==> src/rtl/fsm_seq_pkg.sv <==
// Shared definitions for the sequence-detection path: serializer state
// encoding and the pattern shared with fsm_seq_det and its benches.
package fsm_seq_pkg;

  typedef enum logic {
    IDLE  = 1'b0,
    SHIFT = 1'b1
  } ser_state_e;

  localparam logic [4:0] SEQ_PATTERN = 5'b10010;
  localparam int         SEQ_LEN     = 5;

endpackage

==> src/rtl/fsm_seq_shreg.sv <==
// Loadable WIDTH-bit shift register feeding the serializer. Bit order is
// MSB first by default, LSB first when FSM_SER_LSB_FIRST_EN is defined.
module fsm_seq_shreg #(
  parameter int WIDTH = 8
) (
  input  logic             clk,
  input  logic             rst,
  input  logic             load,
  input  logic             shift,
  input  logic [WIDTH-1:0] din,
  output logic             bit_nxt
);

  logic [WIDTH-1:0] sh;
  logic [WIDTH-1:0] sh_nxt;
  logic [WIDTH-1:0] sh_shifted;

`ifdef FSM_SER_LSB_FIRST_EN
  assign sh_shifted = {1'b0, sh[WIDTH-1:1]};
  assign bit_nxt    = sh_nxt[0];
`else
  assign sh_shifted = {sh[WIDTH-2:0], 1'b0};
  assign bit_nxt    = sh_nxt[WIDTH-1];
`endif

  // bit_nxt is the head of the register as it will be after this edge,
  // which is exactly the bit the serializer registers onto the wire.
  always_comb begin
    if (load)       sh_nxt = din;
    else if (shift) sh_nxt = sh_shifted;
    else            sh_nxt = sh;
  end

  // NOTE: the data register is cleared on reset even though its content is
  // a don't-care in IDLE; it keeps reset state fully deterministic.
  always_ff @(posedge clk or posedge rst) begin
    if (rst) sh <= '0;
    else     sh <= sh_nxt;
  end

endmodule

==> src/rtl/fsm_seq_ser.sv <==
// Parallel-to-serial front end for fsm_seq_det: valid/ready word input,
// gap-free registered bit stream out. Bit order set by FSM_SER_LSB_FIRST_EN.
module fsm_seq_ser
  import fsm_seq_pkg::*;
#(
  parameter int   WIDTH    = 8,
  parameter logic IDLE_BIT = 1'b0
) (
  input  logic             clk,
  input  logic             rst,
  input  logic [WIDTH-1:0] in_data,
  input  logic             in_valid,
  output logic             in_ready,
  output logic             data,
  output logic             data_vld,
  output logic             busy
);

  localparam int            CW   = $clog2(WIDTH);
  localparam logic [CW-1:0] LAST = CW'(WIDTH - 1);

  ser_state_e    state, state_n;
  logic [CW-1:0] cnt, cnt_n;
  logic          data_r, data_n;
  logic          vld_r, vld_n;
  logic          load, shift, bit_nxt, accept;

  fsm_seq_shreg #(.WIDTH(WIDTH)) u_shreg (
    .clk     (clk),
    .rst     (rst),
    .load    (load),
    .shift   (shift),
    .din     (in_data),
    .bit_nxt (bit_nxt)
  );

  // Ready on the last bit as well as in IDLE, so back-to-back words abut.
  assign in_ready = !rst && (state == IDLE || cnt == LAST);
  assign accept   = in_valid && in_ready;

  // NOTE: every output of this block gets a default first; a path that
  // leaves one unassigned would infer a latch.
  always_comb begin
    state_n = state;
    cnt_n   = cnt;
    load    = 1'b0;
    shift   = 1'b0;
    data_n  = IDLE_BIT;
    vld_n   = 1'b0;
    case (state)
      IDLE: begin
        if (accept) begin
          state_n = SHIFT;
          load    = 1'b1;
          cnt_n   = '0;
          data_n  = bit_nxt;
          vld_n   = 1'b1;
        end
      end
      SHIFT: begin
        if (cnt == LAST) begin
          if (accept) begin
            load   = 1'b1;
            cnt_n  = '0;
            data_n = bit_nxt;
            vld_n  = 1'b1;
          end else begin
            state_n = IDLE;
            cnt_n   = '0;
          end
        end else begin
          shift  = 1'b1;
          cnt_n  = cnt + CW'(1);
          data_n = bit_nxt;
          vld_n  = 1'b1;
        end
      end
      default: state_n = IDLE;
    endcase
  end

  // NOTE: sequential state uses non-blocking assignments so every register
  // samples pre-edge values regardless of statement order.
  always_ff @(posedge clk or posedge rst) begin
    if (rst) begin
      state  <= IDLE;
      cnt    <= '0;
      data_r <= IDLE_BIT;
      vld_r  <= 1'b0;
    end else begin
      state  <= state_n;
      cnt    <= cnt_n;
      data_r <= data_n;
      vld_r  <= vld_n;
    end
  end

  assign data     = data_r;
  assign data_vld = vld_r;
  assign busy     = (state == SHIFT);

endmodule

==> config.mk <==
export PLATFORM = sky130hd
export DESIGN_NAME = fsm_seq_ser
export DESIGN_NICKNAME = d
export VERILOG_FILES = /design/src/rtl/fsm_seq_pkg.sv /design/src/rtl/fsm_seq_shreg.sv /design/src/rtl/fsm_seq_ser.sv
export SDC_FILE = /design/constraint.sdc
export NUM_CORES = 1
export LEC_CHECK = 0
export ABC_AREA = 0
export CAP_MARGIN = 20
export CORE_MARGIN = 2
export CORE_UTILIZATION = 30
export DETAILED_ROUTE_END_ITERATION = 6
export HOLD_SLACK_MARGIN = 0.15
export SYNTH_ARGS = -nofsm -noshare
export SYNTH_HDL_FRONTEND = slang
export SYNTH_SLANG_ARGS = --single-unit
==> constraint.sdc <==
create_clock -name clk -period 2.2 [get_ports clk]
set_input_delay 0.55 -clock clk [delete_from_list [all_inputs] [get_ports clk]]
set_output_delay 0.55 -clock clk [all_outputs]
set_load 0.02 [all_outputs]
==> impl_results.md <==
- Root buf cell: clkbuf_4
- Non-Filler Instances: 90
- Setup Viol. Count Final: 0
- Die height: 47.0 um
- Layout cells sized above 1: 16.9%
- Core area: 1730 um^2
- Unrepaired setup endpoints after global routing: false
- H-Tree Depth: 1
- Crit-path max FO: 2
- Leakage: 0.360 nW
- Minimum clock period: 2.00 ns
- Hold_buf cts: 0
- DP Wirelength: 796 um
- Adder-cell area share of the yosys netlist: 4.50%
- Die Wd: 47.0 um
- DR WL/cell: 11.8 um
- Area growth from synthesis to layout: 35.1%
- Status: finished, final reports clean
- DRC viols: 0
- Initial antenna violation count: 0
- Post-placement cell count: 87
- Startpoint types: register
- Total Wirelength: 1060 um
- Dpl ws: -0.0419 ns
- Initial Util: 32.2%
- GRT overflow: 0
- Synthesized area: 556 um^2
- Routability-driven placement congestion ratio: 0.689
- Clk buf depth: 2
- TritonCTS Buffers: 3
- Fmax: 0.501 GHz
- First-pass GRT wire length: 1720 um
- Synth warnings: 0
- Port buffer count: 14
- Relative slew slack: 68.3%
- Final instance area: 751 um^2
- CTS tree: yes
- Placed Area: 733 um^2
- Vias in the first global route: 393
- Clock Skew: 0.000635 ns
- Tot GR Track Use: 11.7%
- Pre-Repair DR Iteration Count: 4
- Synthesized area per cell: 11.8 um^2
- Vias: 410
- Hold slack: 0.508 ns
- Syn Inst Count: 47
- Period utilization: 90.8%
- PD cells: 1150 nW/um^2
- Die ar.: 2210 um^2
- Synth Area in Compound Gates: 16.4%
- Post-synthesis simple-gate area fraction: 16.0%
- Final setup margin: 0.203 ns
- Crit. End Element: output port
- Critical path required time: 1.65 ns
- CTS clock-pin slew for the worst setup and hold paths: 0.06 ns
- Largest net degree at the start of global routing: 13
- ANT nets after route: 0
- Share of the yosys chip area belonging to registers: 54.1%
- Synth cell types: 18
- Worst EP arrival: 1.45 ns
- Sum Neg Setup Slack: 0 ns
- IO Pins: 15
- Row Count: 15
- Min-delay worst type: reg -> reg
- Syn_nets: 60
- Total power: 0.862 mW
- Clk sinks: 12
- Worst slew pin tran: 0.474 ns
- XOR/XNOR Fraction of Synth Area: 0%
- Iteration-0 DRC Markers: 12
- Filler Cells Inserted: 172
- Ant diodes: 0
- Yosys reg bits: 12
- Final net count: 80
- Multiplexer area fraction after synthesis: 2.03%
- Clk_lat worst skew: 0.26 ns
- Final Util: 43.5%
- DR vias/cell: 4.56
- Max Cap Viol: 0
- Hold Fails Final Rpt: 0
- Largest family of logic cells by synthesized area: compound AO/OA/AOI/OAI gates
- Final slew viol count: 0
- Worst Setup Path Type: reg -> out
- Peak supply drop: 0.469 mV
[repair_timing]
action / in CTS / in global routing
setup endpoints to repair: 1 / 1
setup buffers: 0 / 0
resized for setup: 1 / 2
pin swaps: 0 / 0
[worst max-delay path, stage by stage, from the launching register on]
cell and delay [ns]:
dfrtp_1 0.39, ha_1 0.20, ha_1 0.17, and2b_4 0.24, nor2_1 0.04, clkbuf_2 0.14
[cells in the mapped netlist (all sizes together)]
| master | n | share of area, % |
|---|---|---|
| inv | 4 | 2.7 |
| a221o | 6 | 11 |
| a21o | 1 | 1.4 |
| o31ai | 2 | 2.7 |
| and2 | 6 | 6.8 |
| a22o | 1 | 1.6 |
| dfrtp | 12 | 54 |
| ha | 2 | 4.5 |
| nor2 | 3 | 2.0 |
| and2b | 1 | 1.8 |
| nor3b | 1 | 1.4 |
| nor2b | 2 | 2.7 |
| buf | 3 | 4.3 |
| nand2 | 2 | 1.4 |
| mux2 | 1 | 2.0 |
[final timing paths]
path | from | end | slack, ns | depth (start not counted)
max | cnt[0] | in_ready | 0.20 | 5
min | u_shreg.sh[3] | u_shreg.sh[3] | 0.51 | 1
max reg2reg | cnt[0] | u_shreg.sh[4] | 0.36 | 7
min reg2reg | u_shreg.sh[3] | u_shreg.sh[3] | 0.51 | 1
max in group asynchronous | rst | u_shreg.sh[3] | 1.14 | 3
min in group asynchronous | rst | u_shreg.sh[6] | 0.75 | 3
[cells in the final DEF, fill, tap and decap left out]
cell             netlist  routed
clkdlybuf4s50_1        0      13
dfrtp_1               12      12
and2_1                 6       6
a221o_1                6       6
inv_1                  4       4
buf_4                  1       4
nor2_1                 3       3
clkbuf_4               0       3
nand2_1                2       2
o31ai_1                2       2
ha_1                   2       2
nor2b_2                1       1
and2b_4                1       1
nor2b_1                1       1
a22o_1                 1       1
mux2_2                 1       1
nor3b_1                1       1
a21o_1                 1       1
clkbuf_2               0       1
[layer usage]
layer,track usage (%),wire [um],vias up
met4,3.33,0,0
met1,14.8,513,199
met5,0,0,-
met2,17.8,497,9
li1,-,-,202
met3,5.77,47,0
[layout make-up]
cell class / count / area, um^2 / area share (%)
clock buffers: 3 / 22.5 / 3.00
inverters: 4 / 15.0 / 2.00
multi-input cells: 28 / 216 / 28.8
flip-flops and latches: 12 / 300 / 40.0
well taps: 25 / 31.3 / 4.17
repair buffers: 18 / 165 / 22.0
[sequential cells by signal (all words and copies together), names as in the netlist]
register / count
u_shreg.sh: 7
data: 1
data_vld: 1
cnt: 3
[power by group]
part / internal [mW] / switching, mW
logic: 0.202 / 0.177
registers: 0.305 / 0.0516
clock network: 0.0631 / 0.0618
total: 0.571 / 0.291
[kinds of logic after synthesis]
kind of cell               count (synthesis)
buffers and inverters                      7
adders and majority gates                  2
AOI/OAI and AO/OA                         10
and+or+nand+nor                           15
DFF                                       12
muxes                                      1
Power figures use the tool's default switching activity.
